## src/rtl/leaf_arb_pkg.sv

```systemverilog
// Shared definitions for the leaf output arbiter: packet field layout and destination entry.
// No logic; constants and types only.
// Field offsets describe the 49-bit BFT packet {valid, leaf, port, addr, payload}.
package leaf_arb_pkg;

    localparam int LEAF_BITS  = 5;
    localparam int PORT_BITS  = 4;

    localparam int VALID_BIT  = 48;
    localparam int LEAF_LSB   = 43;
    localparam int PORT_LSB   = 39;
    localparam int ADDR_LSB   = 32;

    // Downstream BRAM depth; a port may have this many packets outstanding.
    localparam int CREDIT_MAX = 128;

    typedef struct packed {
        logic [LEAF_BITS-1:0] leaf;
        logic [PORT_BITS-1:0] port;
    } dest_entry;

    // Index width for a requester count, never below one bit.
    function automatic int idx_width(input int n);
        return (n > 1) ? $clog2(n) : 1;
    endfunction

endpackage

```

## src/rtl/leaf_out_arbiter_rr_grant.sv

```systemverilog
// Round-robin priority encoder: first set request at or after the pointer, wrapping.
// Latency: purely combinational.
// Backpressure: none; the caller masks requests it cannot serve.
module rr_grant #(
    parameter int N  = 4,
    parameter int IW = 2
) (
    input  logic [N-1:0]  i_req,
    input  logic [IW-1:0] i_ptr,
    output logic [N-1:0]  o_gnt,
    output logic [IW-1:0] o_idx,
    output logic          o_any
);

    logic [IW:0]   w_sum;
    logic [IW-1:0] w_cand;

    // Walk candidates ptr, ptr+1, ... modulo N and latch the first requester.
    always_comb begin
        o_gnt  = '0;
        o_idx  = '0;
        o_any  = 1'b0;
        w_sum  = '0;
        w_cand = '0;
        for (int k = 0; k < N; k++) begin
            w_sum = {1'b0, i_ptr} + (IW+1)'(k);
            if (w_sum >= (IW+1)'(N)) begin
                w_sum = w_sum - (IW+1)'(N);
            end
            w_cand = w_sum[IW-1:0];
            if (!o_any && i_req[w_cand]) begin
                o_any         = 1'b1;
                o_gnt[w_cand] = 1'b1;
                o_idx         = w_cand;
            end
        end
    end

endmodule

```

## src/rtl/leaf_out_arbiter.sv

```systemverilog
// Round-robin, credit-gated scheduler of user output streams onto one BFT packet lane.
// Latency: ack is combinational; the packet is registered one cycle after the vld&&ack handshake.
// Backpressure: !tx_ready or resend withholds every ack and freezes state; credit updates still land.
// Optional build macro ARB_STATS_EN adds per-port sent counters and a stall counter on stats_bus.
module leaf_out_arbiter
    import leaf_arb_pkg::*;
#(
    parameter int NUM_OUT_PORTS         = 4,
    parameter int PAYLOAD_BITS          = 32,
    parameter int NUM_LEAF_BITS         = 5,
    parameter int NUM_PORT_BITS         = 4,
    parameter int NUM_ADDR_BITS         = 7,
    parameter int FREESPACE_UPDATE_SIZE = 64,
    parameter int PACKET_BITS           = 49
) (
    input  logic                                    clk,
    input  logic                                    reset_n,
    input  logic [NUM_OUT_PORTS*PAYLOAD_BITS-1:0]   din_user2arb,
    input  logic [NUM_OUT_PORTS-1:0]                vld_user2arb,
    output logic [NUM_OUT_PORTS-1:0]                ack_arb2user,
    input  logic [NUM_OUT_PORTS-1:0]                credit_upd,
    input  logic                                    cfg_we,
    input  logic [2:0]                              cfg_sel,
    input  logic [NUM_LEAF_BITS+NUM_PORT_BITS-1:0]  cfg_dest,
    input  logic                                    tx_ready,
    input  logic                                    resend,
    output logic [PACKET_BITS-1:0]                  dout_arb2bft
`ifdef ARB_STATS_EN
    ,
    output logic [(NUM_OUT_PORTS+1)*16-1:0]         stats_bus
`endif
);

    localparam int IW = idx_width(NUM_OUT_PORTS);
    localparam int CW = NUM_ADDR_BITS + 1;
    localparam int SW = NUM_ADDR_BITS + 3;

    dest_entry                r_dest   [NUM_OUT_PORTS];
    logic [NUM_ADDR_BITS-1:0] r_addr   [NUM_OUT_PORTS];
    logic [CW-1:0]            r_credit [NUM_OUT_PORTS];
    logic [IW-1:0]            r_ptr;
    logic [PACKET_BITS-1:0]   r_dout;

    logic [NUM_OUT_PORTS-1:0] w_req;
    logic [NUM_OUT_PORTS-1:0] w_gnt;
    logic [IW-1:0]            w_idx;
    logic                     w_any;
    logic [IW-1:0]            w_ptr_nxt;
    logic [PACKET_BITS-1:0]   w_pkt;
    logic [CW-1:0]            w_credit_nxt [NUM_OUT_PORTS];
    logic [SW-1:0]            w_csum;
    logic                     w_cfg_hit;

    // A port competes only with data, credit, an open lane and reset released.
    always_comb begin
        w_req = '0;
        for (int i = 0; i < NUM_OUT_PORTS; i++) begin
            w_req[i] = reset_n && vld_user2arb[i] && (r_credit[i] != '0) && tx_ready && !resend;
        end
    end

    rr_grant #(
        .N  (NUM_OUT_PORTS),
        .IW (IW)
    ) u_rr_grant (
        .i_req (w_req),
        .i_ptr (r_ptr),
        .o_gnt (w_gnt),
        .o_idx (w_idx),
        .o_any (w_any)
    );

    assign ack_arb2user = w_gnt;
    assign dout_arb2bft = r_dout;
    assign w_ptr_nxt    = (w_idx == IW'(NUM_OUT_PORTS - 1)) ? '0 : w_idx + 1'b1;
    assign w_cfg_hit    = cfg_we && (int'(cfg_sel) < NUM_OUT_PORTS);

    // Assemble the granted port's packet from its current (pre-write) table entry and address.
    always_comb begin
        w_pkt                            = '0;
        w_pkt[VALID_BIT]                 = 1'b1;
        w_pkt[LEAF_LSB +: LEAF_BITS]     = r_dest[w_idx].leaf;
        w_pkt[PORT_LSB +: PORT_BITS]     = r_dest[w_idx].port;
        w_pkt[ADDR_LSB +: NUM_ADDR_BITS] = r_addr[w_idx];
        w_pkt[0 +: PAYLOAD_BITS]         = din_user2arb[int'(w_idx)*PAYLOAD_BITS +: PAYLOAD_BITS];
    end

    // Credit: +update, -grant, clamped at the destination depth; zero-credit ports never grant.
    always_comb begin
        w_csum = '0;
        for (int i = 0; i < NUM_OUT_PORTS; i++) begin
            w_csum = SW'(r_credit[i])
                   + (credit_upd[i] ? SW'(FREESPACE_UPDATE_SIZE) : SW'(0))
                   - (w_gnt[i] ? SW'(1) : SW'(0));
            w_credit_nxt[i] = (w_csum > SW'(CREDIT_MAX)) ? CW'(CREDIT_MAX) : CW'(w_csum);
        end
    end

    // Output register: one packet per grant, all-zero otherwise; reset drops any in-flight packet.
    always_ff @(posedge clk) begin
        if (!reset_n) begin
            r_dout <= '0;
        end else begin
            r_dout <= w_any ? w_pkt : '0;
        end
    end

    // Pointer moves past the winner; it holds on idle or stalled cycles.
    always_ff @(posedge clk) begin
        if (!reset_n) begin
            r_ptr <= '0;
        end else if (w_any) begin
            r_ptr <= w_ptr_nxt;
        end
    end

    // Per-port destination address and credit bookkeeping.
    always_ff @(posedge clk) begin
        for (int i = 0; i < NUM_OUT_PORTS; i++) begin
            if (!reset_n) begin
                r_addr[i]   <= '0;
                r_credit[i] <= CW'(CREDIT_MAX);
            end else begin
                if (w_gnt[i]) begin
                    r_addr[i] <= r_addr[i] + 1'b1;
                end
                r_credit[i] <= w_credit_nxt[i];
            end
        end
    end

    // Destination table; out-of-range selects are dropped, and config is not gated by lane stalls.
    always_ff @(posedge clk) begin
        if (!reset_n) begin
            for (int i = 0; i < NUM_OUT_PORTS; i++) begin
                r_dest[i] <= '0;
            end
        end else if (w_cfg_hit) begin
            r_dest[cfg_sel[IW-1:0]] <= cfg_dest;
        end
    end

`ifdef ARB_STATS_EN
    logic [15:0] r_sent [NUM_OUT_PORTS];
    logic [15:0] r_stall;

    // Wrapping per-port sent counters and a stall counter for cycles with demand but no grant.
    always_ff @(posedge clk) begin
        if (!reset_n) begin
            for (int i = 0; i < NUM_OUT_PORTS; i++) begin
                r_sent[i] <= '0;
            end
            r_stall <= '0;
        end else begin
            for (int i = 0; i < NUM_OUT_PORTS; i++) begin
                if (w_gnt[i]) begin
                    r_sent[i] <= r_sent[i] + 16'd1;
                end
            end
            if ((|vld_user2arb) && !w_any) begin
                r_stall <= r_stall + 16'd1;
            end
        end
    end

    // Stall counter occupies the top 16 bits, port counters below in port order.
    always_comb begin
        stats_bus = '0;
        for (int i = 0; i < NUM_OUT_PORTS; i++) begin
            stats_bus[i*16 +: 16] = r_sent[i];
        end
        stats_bus[NUM_OUT_PORTS*16 +: 16] = r_stall;
    end
`endif

endmodule

```

## config.mk

```make
export PLATFORM = sky130hd
export DESIGN_NAME = leaf_out_arbiter
export DESIGN_NICKNAME = d
export VERILOG_FILES = /design/src/rtl/leaf_arb_pkg.sv /design/src/rtl/leaf_out_arbiter_rr_grant.sv /design/src/rtl/leaf_out_arbiter.sv
export SDC_FILE = /design/constraint.sdc
export NUM_CORES = 1
export LEC_CHECK = 0
export ABC_CLOCK_PERIOD_IN_PS = 4200
export BUFFER_PORTS_ARGS = -buffer_cell sky130_fd_sc_hd__buf_4
export CAP_MARGIN = 15
export CELL_PAD_IN_SITES_DETAIL_PLACEMENT = 0
export CELL_PAD_IN_SITES_GLOBAL_PLACEMENT = 1
export CORE_ASPECT_RATIO = 0.75
export CORE_UTILIZATION = 37
export DETAILED_ROUTE_END_ITERATION = 6
export GPL_ROUTABILITY_DRIVEN = 0
export PLACE_DENSITY_LB_ADDON = 0.1
export REMOVE_ABC_BUFFERS = 1
export SYNTH_ARGS = -nofsm -noshare
export SYNTH_HDL_FRONTEND = slang
export SYNTH_SLANG_ARGS = --single-unit
export TNS_END_PERCENT = 100
```

## constraint.sdc

```tcl
create_clock -name clk -period 4.2 [get_ports clk]
set_input_delay 0.21 -clock clk [delete_from_list [all_inputs] [get_ports clk]]
set_output_delay 0.21 -clock clk [all_outputs]
set_load 0.01 [all_outputs]
```

### Word-level counts from Yosys, hierarchy flattened

Memories as Yosys holds them, arrays and structs flattened.
Index checks and enable logic that the tools add are counted.

* magnitude comparators: 17
* reduce and logical (&&, ||, !) cells: 34
* bitwise logic cells: 11
* multiplexer cells: 74
* equal/unequal tests: 1
* shift operators: 1
* $add $sub $neg: 20

Operator list (number)
* $shiftx 128x8->32: 1
* $mux 8: 8
* $mux 7: 8
* $mux 49: 1
* $gt 10x8->1 const B: 4
* $sub 9x1->10: 4
* $add 8x7->9: 4
* $mux 1: 34
* $reduce_bool 8->1: 4
* $add 7x1->7 const B: 4
* $logic_and 1x1->1: 24
* $mux 2: 10
* $mux 4: 4
* $lt 2x3->1 const B: 4
* $or 4x4->4: 3
* $ge 3x3->1 const B: 3
* $mux 9: 1
* $reduce_or 9->1: 1
* $bmux 1 s2: 4
* $demux 1 s2: 4
* $ge 2x1->1 const B: 4
* $or 1x1->1: 8
* $sub 2x1->2 const B: 4
* $add 2x2->3 const B: 2
* other kinds (7): 10

* bits of input ports: 153
* register bits: 51
* memories: 3
* output and inout bits: 53
* RAM bits: 96
* logic and storage cells: 164

Memory list
* r_dest: depth 4, bits a word 9, rd ports 1, clocked after memory_dff 0, write ports 4, RTL line leaf_out_arbiter.sv:38 `dest_entry r_dest [NUM_OUT_PORTS];`
* r_credit: depth 4, bits a word 8, rd ports 4, clocked after memory_dff 0, write ports 4, RTL line leaf_out_arbiter.sv:40 `logic [CW-1:0] r_credit [NUM_OUT_PORTS];`
* r_addr: depth 4, bits a word 7, rd ports 5, clocked after memory_dff 0, write ports 4, RTL line leaf_out_arbiter.sv:39 `logic [NUM_ADDR_BITS-1:0] r_addr [NUM_OUT_PORTS];`

### Longest topological paths before layout

Gate-level depths: netlist of run 1.
An unclocked memory read counts as a cell.

* word-level depth: 22
* depth in mapped cells: 21
* gate-level depth less buffers: 21

### Cells and area by module

A second synthesis of run 1 with hierarchy kept.

* cell total of the unflattened synthesis: 739
* area, all modules: 8573.2 um^2

Modules (own cells, without submodules)
* leaf_out_arbiter: area each 8154.1 um^2, sequential area each 3583.4 um^2, instances 1, cells an instance 694
* rr_grant: area each 419.2 um^2, sequential area each 0.0 um^2, instances 1, cells an instance 45

### Worst setup path after synthesis of run 1

No wires, ideal clock.

* path kind: flip-flop to flip-flop
* from: memory r_credit[0][4] (netlist bit)
* to: memory r_credit[1][1] (netlist bit)
* arrival: 4.305 ns
* clock period less this slack: 4.450 ns
* slack: -0.250 ns
* required time: 4.054 ns
* path buffers: 0
* stages on the path, launching flop included: 21
* library setup time: 0.146 ns
* path through: dfxtp_1 inv_1 ha_1 or4b_4 o211a_1 a2111oi_0 o2111ai_1 o21ai_0 a221oi_2 inv_1 ha_1 inv_1 ha_1 fa_1 nor2b_1 o21ai_0 a21oi_1 o21a_1 or2_2 a21boi_1 nor4b_1

RTL lines (RTL line)
* from (decl): leaf_out_arbiter.sv:40

==> run metrics, run 1 <==
crit share post-route=108%; CTS Buffer Depth=2; Yosys top cell area share=21.9%; die area=24400 um2; Avg Cell Area, Syn=9.44 um2; clock-pin transition on the worst setup and hold timing paths=0.07 ns; share of total power in sequential cells=23.5%; Pre-antenna DRT Iters=7; largest net degree at the start of global routing=97; register area share after synthesis=40.8%; DRC=13; Unique masters post-synth=52; final WL=26100 um; Mapped Cells=931; Root Buffer=clkbuf_16; CP arrival=4.84 ns; Cell Pwr Density=624 nW/um2; Max Slew Vio Count=0; Post-DP Area=11300 um2; layout cells sized above 1=36.5%; Starting Density=38.0%; CP Class=reg -> reg; die height=135 um; final setup violating endpoints=32; Final Instance Area=12400 um2; first-pass GRT wire length=40500 um; cts hold-fix bufs=0; Lkg Pwr=5.36 nW; most frequent cells in the layout=buf_4, dfxtp_1, nand2_1; net switching power figure=3.12 mW; Die X=180 um; initial antenna violation count=0; CP startpoint kind=flop; top area cells in the synthesized netlist=edfxtp_1, dfxtp_1, ha_1; Area Growth Syn to Fin=41.4%; row cnt=48; headroom to the max-slew limit=31.8%; final count of hold timing violations=0; total global-route track usage=20.9%; yosys warns=0; Top Ports=206; # diodes=0; vias in the first global route=7656; Max-Cap Viols=0; fin crit period=4.52 ns; Port-buffer cells=205; Max Clk Rate=221 MHz; Core Box Area=23100 um2; Synth Flop Type=dfxtp_1; CTS buffer count=17; CTS tree=yes; RSZ-0062 raised after global routing=yes; Finished Core Util=53.7%; global route overflow=0; Iteration-0 DRC Markers=568; EDFF count, synth=64; synthesis-stage register bit count=147; clock share of power=19.5%; Antenna Violating Nets Remaining=0; CP Capture Type=flop; worst setup margin=-0.317 ns; HP Class=in -> reg; post-synth top area cell=edfxtp_1; clk_skew=0.0134 ns; status=finished with violations; per-cell routed wire length=17.0 um; Peak VDD IR=0.000396 V; Worst-Skew Late Latency=0.43 ns; CTS Sinks=147; Slew @ Worst Pin=1.02 ns; Post-DP HPWL=17700 um; most common cell after layout, fill and taps aside=buf_4; ys async rst share=0%; Via Count=8124; Int Power=4.63 mW; CP required=4.52 ns; # H-tree levels=4; Switching Share=40.3%; Synth Cell Area=8790 um2; crit-path max FO=4; failing checks=DRC, setup timing; Gate power share=56.9%; Nets=1437; vias per cell=5.31
==> metal layers <==
| layer | global-route usage [%] | share of wire, % | vias up |
|---|---|---|---|
| met5 | 0 | 0 | - |
| met2 | 31.8 | 45 | 208 |
| met3 | 3.92 | 5.2 | 21 |
| met1 | 30.1 | 48 | 3849 |
| li1 | - | - | 4046 |
| met4 | 6.23 | 1.3 | 0 |
==> cells in the mapped netlist (9+ instances only) <==
| library cell | number |
|---|---|
| o21a_1 | 9 |
| ha_1 | 62 |
| nor4_1 | 16 |
| buf_2 | 11 |
| nor4b_1 | 10 |
| and2_1 | 29 |
| and3_1 | 63 |
| nor2b_1 | 9 |
| dfxtp_1 | 83 |
| a221oi_1 | 48 |
| clkbuf_1 | 45 |
| nand2_1 | 71 |
| a311oi_1 | 39 |
| edfxtp_1 | 64 |
| xnor2_1 | 24 |
| o21bai_1 | 10 |
| a311oi_2 | 9 |
| o21ai_0 | 21 |
| xor2_1 | 14 |
| nand3_1 | 63 |
| nor2_1 | 42 |
| a21o_1 | 10 |
| nor3_1 | 23 |
| inv_1 | 70 |
| a21oi_1 | 18 |
==> worst max-delay path, stage by stage (launching register included) <==
cell      delay [ns]
dfxtp_2         0.32
inv_2           0.07
ha_4            0.12
or4b_4          0.46
buf_6           0.13
o211ai_1        0.28
a21o_1          0.22
buf_4           0.12
and3_4          0.18
o211a_4         0.21
a221oi_2        0.08
inv_1           0.11
ha_2            0.17
inv_2           0.04
ha_4            0.15
fa_2            0.38
nor2b_1         0.14
o21ai_1         0.17
a21oi_1         0.08
o21a_1          0.21
or2_4           0.26
or3_1           0.34
a21o_1          0.16
==> area by class of cell <==
class                   instances  area (um2)
clock buffers                  18         450
clock inverters                14         131
fillers                      2097       10700
inverters                      70         263
multi-input cells             655        5110
flip-flops and latches        147        3590
well taps                     300         375
repair buffers                327        2500
==> what timing repair did <==
item                                    4_1_cts  5_1_grt
endpoints found under the setup margin       32       32
buffers inserted                              5        8
resized for setup                            40       56
pin swaps                                    17       39
==> sequential cells by signal, indices dropped and copies added (netlist names) <==
| name | flops |
|---|---|
| r_credit | 32 |
| r_dest | 36 |
| dout_arb2bft | 49 |
| r_addr | 28 |
| r_ptr | 2 |
==> final timing paths <==
check                                      start               end  slack (ns)  depth (start not counted)
worst max register to register    r_credit[0][4]    r_credit[2][7]       -0.32                         22
worst max-delay path              r_credit[0][4]    r_credit[2][7]       -0.32                         22
worst min-delay path            din_user2arb[58]  dout_arb2bft[26]        0.06                          3
worst min register to register      r_dest[1][1]  dout_arb2bft[40]        0.55                          2
==> power by group through the flow <==
stage	Sequential, mW	Clock, mW	Combinational (mW)
2_1_floorplan	1.88	0	2.33
3_3_place_gp	1.85	0	3.88
3_5_place_dp	1.85	0	3.86
4_1_cts	1.82	1.55	4.03
5_1_grt	1.85	1.61	4.82
6_report	1.82	1.51	4.41
==> cells by family (layout without fill, tap and decap cells) <==
| group | after synthesis | in the layout | share of synthesized area, % |
|---|---|---|---|
| fa+ha+maj | 66 | 66 | 9.74 |
| compound gates | 200 | 200 | 18.7 |
| simple gates | 351 | 351 | 21.1 |
| buf+inv | 129 | 429 | 5.92 |
| xor+xnor | 38 | 38 | 3.79 |
| flops | 147 | 147 | 40.8 |
==> through the flow <==
stage	worst slack, ns	cells	setup TNS, ns	total power, mW	hold slack [ns]
floorplan	-5.65	872	-275.85	4.21	0.346
global placement	-0.406	1486	-9.53	5.73	0.501
detailed placement	-0.502	1486	-11.79	5.71	0.505
CTS	-0.235	1523	-4.28	7.40	0.0423
global route	-0.561	1531	-14.24	8.27	0.0461
finish	-0.317	1531	-6.28	7.75	0.0572
(Power assumes the default switching activity.)
==> run 2: changes to the inputs <==
SKIP_CTS_REPAIR_TIMING = 1   (was unset)
==> run metrics, run 2 (synthesized netlist as in run 1, its figures left out) <==
RSZ-0062 raised after global routing=yes; status=finished with violations; CP required=4.53 ns; vias in the first global route=7573; CTS Sinks=147; Iteration-0 DRC Markers=547; clock-pin transition on the worst setup and hold timing paths=0.07 ns; CTS buffer count=17; total global-route track usage=20.7%; Slew @ Worst Pin=1.04 ns; layout cells sized above 1=37.0%; final count of hold timing violations=0; headroom to the max-slew limit=30.4%; CP Class=reg -> reg; DRC=13; Core Box Area=23100 um2; worst-path cell chain=inv_2 -> ha_4 -> or4b_4 -> buf_6 -> o211ai_1 -> a21o_1 -> and3_4 -> o211a_4 -> buf_4 -> a221oi_4 -> inv_2 -> ha_4 -> inv_2 -> ha_4 -> fa_2 -> nor2b_4 -> o21ai_2 -> a21oi_1 -> o21a_1 -> or2_4 -> or3_4 -> a21o_1; die height=135 um; Cell Pwr Density=652 nW/um2; Max Slew Vio Count=0; final WL=26200 um; initial antenna violation count=0; vias per cell=5.30; Lkg Pwr=5.38 nW; Top delay family on crit path=compound AO/OA/AOI/OAI gates; Post-Place Cells=1486; Via Count=8116; Place WS=-0.502 ns; crit-path max FO=4; CTS tree=yes; worst-case reg-to-reg path depth=22; Pre-antenna DRT Iters=7; CP max stage delay=0.46 ns; Peak VDD IR=0.000398 V; largest net degree at the start of global routing=97; Crit-path slowest cell=or4b_4; # H-tree levels=4; global route overflow=0; r2r setup slk=-0.33 ns; Levels on crit path=22; final setup violating endpoints=32; Starting Density=38.0%; Max Clk Rate=221 MHz; Post-DP HPWL=17700 um; CP endpoint=r_credit[3][7]; clk_skew=0.0120 ns; # diodes=0; worst r2r src=r_credit[0][4]; RR Endpoint=r_credit[3][7]; Worst-Skew Late Latency=0.44 ns; Port-buffer cells=205; most common cell after layout, fill and taps aside=buf_4; Die X=180 um; row cnt=48; fin crit period=4.53 ns; HP Class=in -> reg; CP startpoint kind=flop; Antenna Violating Nets Remaining=0; number of flip-flops in the largest register=49; first-pass GRT wire length=40000 um; CTS Buffer Depth=2; most frequent cells in the layout=buf_4, dfxtp_1, nand2_1; worst setup margin=-0.332 ns; Critical Path Start=r_credit[0][4]; die area=24400 um2; Final Non-Filler Cells=1530; Top Ports=206; failing checks=DRC, setup timing; CP arrival=4.86 ns; crit share post-route=108%; CP Capture Type=flop; Nets=1436; Max-Cap Viols=0; per-cell routed wire length=17.1 um; Root Buffer=clkbuf_16; Area Growth Syn to Fin=42.5%; critical path buffer and inverter count=5
[run 2: power breakdown]
group,switching [mW],total [mW],internal [mW],leakage [nW]
sequential,0.103,1.82,1.72,1.31
combinational,2.55,4.82,2.27,3.78
clock,0.692,1.51,0.820,0.285
total,3.34,8.16,4.81,5.38
[run 2: through the flow]
| stage | util [%] | cell area [um2] | hold WS [ns] | TNS [ns] | power (mW) |
|---|---|---|---|---|---|
| 4_1_cts | 51.5 | 11900 | 0.0423 | -13.28 | 7.25 |
| 5_1_grt | 54.2 | 12500 | 0.0461 | -14.52 | 8.70 |
| 6_report | 54.2 | 12500 | 0.0556 | -7.02 | 8.16 |
| 3_5_place_dp | 49.0 | 11300 | 0.505 | -11.79 | 5.71 |
| 3_3_place_gp | 49.0 | 11300 | 0.501 | -9.53 | 5.73 |
| 2_1_floorplan | - | 8530 | 0.346 | -275.85 | 4.21 |
[run 2: how the worst min path moves through the flow]
stage	startpoint	endpoint	slack [ns]	cells past startpoint
after floorplan	reset_n	r_ptr[0]	0.35	2
after global placement	din_user2arb[58]	dout_arb2bft[26]	0.50	3
after detailed placement	din_user2arb[59]	dout_arb2bft[27]	0.50	3
after CTS	din_user2arb[58]	dout_arb2bft[26]	0.04	3
after global routing	din_user2arb[58]	dout_arb2bft[26]	0.05	3
final	din_user2arb[58]	dout_arb2bft[26]	0.06	3
[run 2: layout make-up]
| cell class | count | area [um2] |
|---|---|---|
| Sequential cell | 147 | 3590 |
| Inverter | 70 | 263 |
| Multi-Input combinational cell | 655 | 5220 |
| Timing Repair Buffer | 326 | 2490 |
| Fill cell | 2098 | 10600 |
| Clock inverter | 14 | 131 |
| Clock buffer | 18 | 450 |
| Tap cell | 300 | 375 |
[run 2: tightest hold or removal path, stage by stage]
cell and delay, ns:
buf_4 0.11, nand2_1 0.04, a311oi_1 0.07
[run 2: routing by layer]
| metal | wire, um | global-route usage [%] | up-vias |
|---|---|---|---|
| li1 | - | - | 4041 |
| met1 | 12800 | 30.0 | 3853 |
| met2 | 11800 | 31.1 | 200 |
| met3 | 1250 | 3.92 | 22 |
| met4 | 361 | 6.23 | 0 |
| met5 | 0 | 0 | - |
